==> config.mk <==
export PLATFORM = sky130hd
export DESIGN_NAME = pipelined_cla_adder
export DESIGN_NICKNAME = d
export VERILOG_FILES = /design/src/rtl/pipelined_cla_adder.sv
export SDC_FILE = /design/constraint.sdc
export NUM_CORES = 1
export LEC_CHECK = 0
export BUFFER_PORTS_ARGS = -buffer_cell sky130_fd_sc_hd__buf_2
export CORE_MARGIN = 1
export CORE_UTILIZATION = 45
export DETAILED_ROUTE_END_ITERATION = 10
export PLACE_DENSITY = 0.71
export SYNTH_ARGS = -nofsm -noshare
export SYNTH_HDL_FRONTEND = slang
export SYNTH_SLANG_ARGS = --single-unit
==> constraint.sdc <==
create_clock -name i_clk -period 6.75 [get_ports i_clk]
set_clock_uncertainty 0.1 [all_clocks]
set_input_delay 1.35 -clock i_clk [delete_from_list [all_inputs] [get_ports i_clk]]
set_output_delay 1.35 -clock i_clk [all_outputs]
set_load 0.02 [all_outputs]
==> src/rtl/pipelined_cla_adder.sv <==
// Pipelined carry-lookahead adder/subtractor: each stage resolves one CHUNK-bit
// slice, and the stages advance together under a single valid/ready enable.
module pipelined_cla_adder #(
  parameter int WIDTH = 32,
  parameter int CHUNK = 8
) (
  input  logic             i_clk,
  input  logic             i_rst,
  input  logic             i_valid,
  output logic             o_ready,
  input  logic [WIDTH-1:0] i_add1,
  input  logic [WIDTH-1:0] i_add2,
  input  logic             i_sub,
  input  logic             i_carry,
  output logic             o_valid,
  input  logic             i_ready,
  output logic [WIDTH:0]   o_result,
  output logic             o_ovf
);

  localparam int STAGES = WIDTH / CHUNK;

  logic             adv;
  logic             valid_reg;
  logic [WIDTH:0]   result_reg;
  logic             ovf_reg;

  // Per-stage inputs: x holds {unprocessed a slices, finished sum slices},
  // y holds the unprocessed b' slices, c is the carry into the stage's slice.
  logic             v_in [STAGES];
  logic [WIDTH-1:0] x_in [STAGES];
  logic [WIDTH-1:0] y_in [STAGES];
  logic             c_in [STAGES];

  assign adv      = i_ready || !valid_reg;
  assign o_ready  = adv;
  assign o_valid  = valid_reg;
  assign o_result = result_reg;
  assign o_ovf    = ovf_reg;

  // The mode is folded into b' and the slice-0 carry here, so it travels with the beat.
  assign v_in[0] = i_valid;
  assign x_in[0] = i_add1;
  assign y_in[0] = i_sub ? ~i_add2 : i_add2;
  assign c_in[0] = i_sub ? 1'b1 : i_carry;

  for (genvar gi = 0; gi < STAGES; gi++) begin : g_stage
    localparam int LO = gi * CHUNK;

    logic [CHUNK-1:0] a_s;
    logic [CHUNK-1:0] b_s;
    logic [CHUNK-1:0] g;
    logic [CHUNK-1:0] p;
    logic [CHUNK-1:0] s;
    logic [CHUNK:0]   c;
    logic [WIDTH-1:0] x_next;

    assign a_s = x_in[gi][LO +: CHUNK];
    assign b_s = y_in[gi][LO +: CHUNK];
    assign g   = a_s & b_s;
    assign p   = a_s | b_s;

    always_comb begin
      c    = '0;
      c[0] = c_in[gi];
      for (int i = 0; i < CHUNK; i++) begin
        c[i+1] = g[i] | (p[i] & c[i]);
      end
    end

    assign s = a_s ^ b_s ^ c[CHUNK-1:0];

    always_comb begin
      x_next              = x_in[gi];
      x_next[LO +: CHUNK] = s;
    end

    if (gi < STAGES - 1) begin : g_mid
      // Finished b' slices are no longer needed downstream.
      localparam logic [WIDTH-1:0] KEEP_MASK = {WIDTH{1'b1}} << (LO + CHUNK);

      logic             v_reg;
      logic [WIDTH-1:0] x_reg;
      logic [WIDTH-1:0] y_reg;
      logic             c_reg;

      always_ff @(posedge i_clk or posedge i_rst) begin
        if (i_rst) begin
          v_reg <= 1'b0;
          x_reg <= '0;
          y_reg <= '0;
          c_reg <= 1'b0;
        end else if (adv) begin
          v_reg <= v_in[gi];
          x_reg <= x_next;
          y_reg <= y_in[gi] & KEEP_MASK;
          c_reg <= c[CHUNK];
        end
      end

      assign v_in[gi+1] = v_reg;
      assign x_in[gi+1] = x_reg;
      assign y_in[gi+1] = y_reg;
      assign c_in[gi+1] = c_reg;
    end else begin : g_last
      // Overflow compares the carry into the MSB with the carry out of it.
      always_ff @(posedge i_clk or posedge i_rst) begin
        if (i_rst) begin
          valid_reg  <= 1'b0;
          result_reg <= '0;
          ovf_reg    <= 1'b0;
        end else if (adv) begin
          valid_reg  <= v_in[gi];
          result_reg <= {c[CHUNK], x_next};
          ovf_reg    <= c[CHUNK] ^ c[CHUNK-1];
        end
      end
    end
  end

endmodule

==> metrics.txt <==
outcome finished clean; f_max 0.194 GHz; I/O Buffers 105; ys flop type dfrtp_1; DR vias/cell 4.90; max reg flops 96; postcts setup bufs 0; clock buffer count from CTS 17; Distinct cells, synth 17; startpoint types input port; maxcap violations 0; wire per inst 16.6 um; pwr dens 485 mW/mm^2; CTS tree done; CP endpoint kind flip-flop; worst setup margin 1590 ps; gpl congestion 0.750; Final Hold Viols 0; share of post-route cells with drive strength above 1 48.3%; post-synthesis sequential area ratio 54.4%; worst rel slew slack 32.0%; overall routing resource usage 16.2%; Final Cell Area 0.00972 mm^2; CP Max Fanout 16; Synth Warn # 0; num ports 106; Post-DP Area 0.00911 mm^2; FFs w/ async S/R, synth 100%; hold_buf cts 0; Cell Rows 49; cts repair resizes 0; DP HPWL 9260 um; Residual DRC 0; DR vias 4218; Leak 4.72 nW; layout net count 720; # clock sinks 185; routed wire length 14300 um; grt ovf 0; first-pass GRT wire length 24700 um; final worst-path cycle share 76.4%; Req. time, crit path 6960 ps; Detail Route Antenna Nets 0; syn nets 619; vias in the first global route 4778; Root Buffer clkbuf_16; Final setup viols 0; RSZ-0062 raised after global routing no; post-placement setup slack 1090 ps; Slew Viols, Final 0; Floorplan Core Area 0.0183 mm^2; CP Class input port to flip-flop; setup TNS after final layout 0 ps; Avg Cell Area, Syn 16.5 um^2; Least-Margin Pin Slew 1020 ps; synthesized area 0.00851 mm^2; initial core utilization 46.6%; Clk Latency, worst-skew pair 430 ps; Die Width 140 um; diode count 0; flip-flop and latch count after synthesis 185; die footprint 0.0195 mm^2; CTS max path bufs 2; chip height 140 um; critical path arrival 5370 ps; Design Power 4.71 mW; VDD IR max 0.188 mV; fin crit period 5160 ps; number of flops mapped to enable cells by yosys 0; Area Overhead vs Synth 14.2%; final core utilization 53.2%; clock transition at the registers of the reported paths 70 ps; Hold WC Path Type flip-flop to flip-flop; DRT iter0 DRCs 220; largest net degree at the start of global routing 144; cells after synthesis 517; H-tree Lvls 4; 1st-pass router iterations 4; initial antenna violation count 0
[final timing paths]
kind,start,end,slack [ps],cells past startpoint
min in group asynchronous,i_rst,g_stage[1].g_mid.x_reg[27],980,2
worst max-delay path,i_sub,g_stage[0].g_mid.x_reg[7],1590,13
worst max register to register,g_stage[2].g_mid.x_reg[24],o_ovf,3100,13
worst min register to register,g_stage[2].g_mid.v_reg,o_valid,360,1
worst min-delay path,g_stage[2].g_mid.v_reg,o_valid,360,1
max in group asynchronous,i_rst,o_result[16],4210,3
[Yosys cell counts, types with 2 or more instances]
master    number  area (um^2)
buf_6          4         45.0
buf_2          9         45.0
fa_1          32          641
a21oi_1       15         75.1
mux2_4       116         1740
mux2_2        47          529
clkbuf_1       2         7.51
xor2_1        27          236
dfrtp_1      185         4630
inv_1         38          143
nand2b_1       2         12.5
xnor2_1        6         52.6
mux2i_1        6         60.1
buf_8         11          165
nor3b_1       15          113
[power breakdown]
part / internal [mW] / switching, mW / total [mW]
Combinational: 1.04 / 0.745 / 1.79
Sequential: 1.61 / 0.292 / 1.91
Clock: 0.602 / 0.417 / 1.02
[area by class of cell]
type	instances	area [um^2]
multi-input combinational	267	3470
timing repair buffer	109	568
sequential	185	4630
inverter	38	150
fill	1527	8550
tap	229	287
clock buffer	21	460
clock inverter	11	146
[worst max-delay path: stages]
cell and delay [ps]:
buf_2 260, or2_2 380, fa_1 450, fa_1 450
fa_1 390, inv_1 80, fa_1 190, fa_1 170
inv_1 50, fa_1 410, fa_1 430, fa_1 470
mux2_2 270
[cell families after synthesis]
| logic type | after synthesis | share of synthesized area, % |
|---|---|---|
| compound gates | 15 | 0.882 |
| xor+xnor | 33 | 3.40 |
| fa+ha+maj | 32 | 7.53 |
| buf+inv | 65 | 4.85 |
| flops | 185 | 54.4 |
| mux | 169 | 27.4 |
| simple gates | 18 | 1.54 |
[routing by layer]
layer	track usage [%]	share of wire [%]	vias to the layer above
met5	0	0	-
met4	6.32	1.6	0
met3	3.27	2.7	20
met2	26.4	50	65
met1	21.4	46	2218
li1	-	-	1915
[through the flow]
stage          instances  hold WS [ps]
5_1_grt              860           409
3_3_place_gp         828           365
3_5_place_dp         828           355
4_1_cts              860           369
2_1_floorplan        517           335
6_report             860           364
[cell usage in the layout, fill, tap and decap left out]
cell,netlist,layout
clkbuf_1,2,2
inv_1,38,37
mux2_4,116,116
dfrtp_1,185,185
clkbuf_8,0,2
clkinv_2,0,2
mux2i_1,6,6
bufinv_16,0,3
clkinvlp_4,0,5
a21oi_1,15,15
nand2b_1,2,1
nor3b_1,15,15
inv_8,0,1
nand2b_4,0,1
mux2_2,47,47
clkinv_4,0,1
buf_2,9,105
xnor2_1,6,6
buf_12,0,1
clkbuf_16,0,17
or2_2,1,1
fa_1,32,32
xor2_1,27,27
buf_4,1,3
Note: power is estimated with default switching activity, not from simulation.
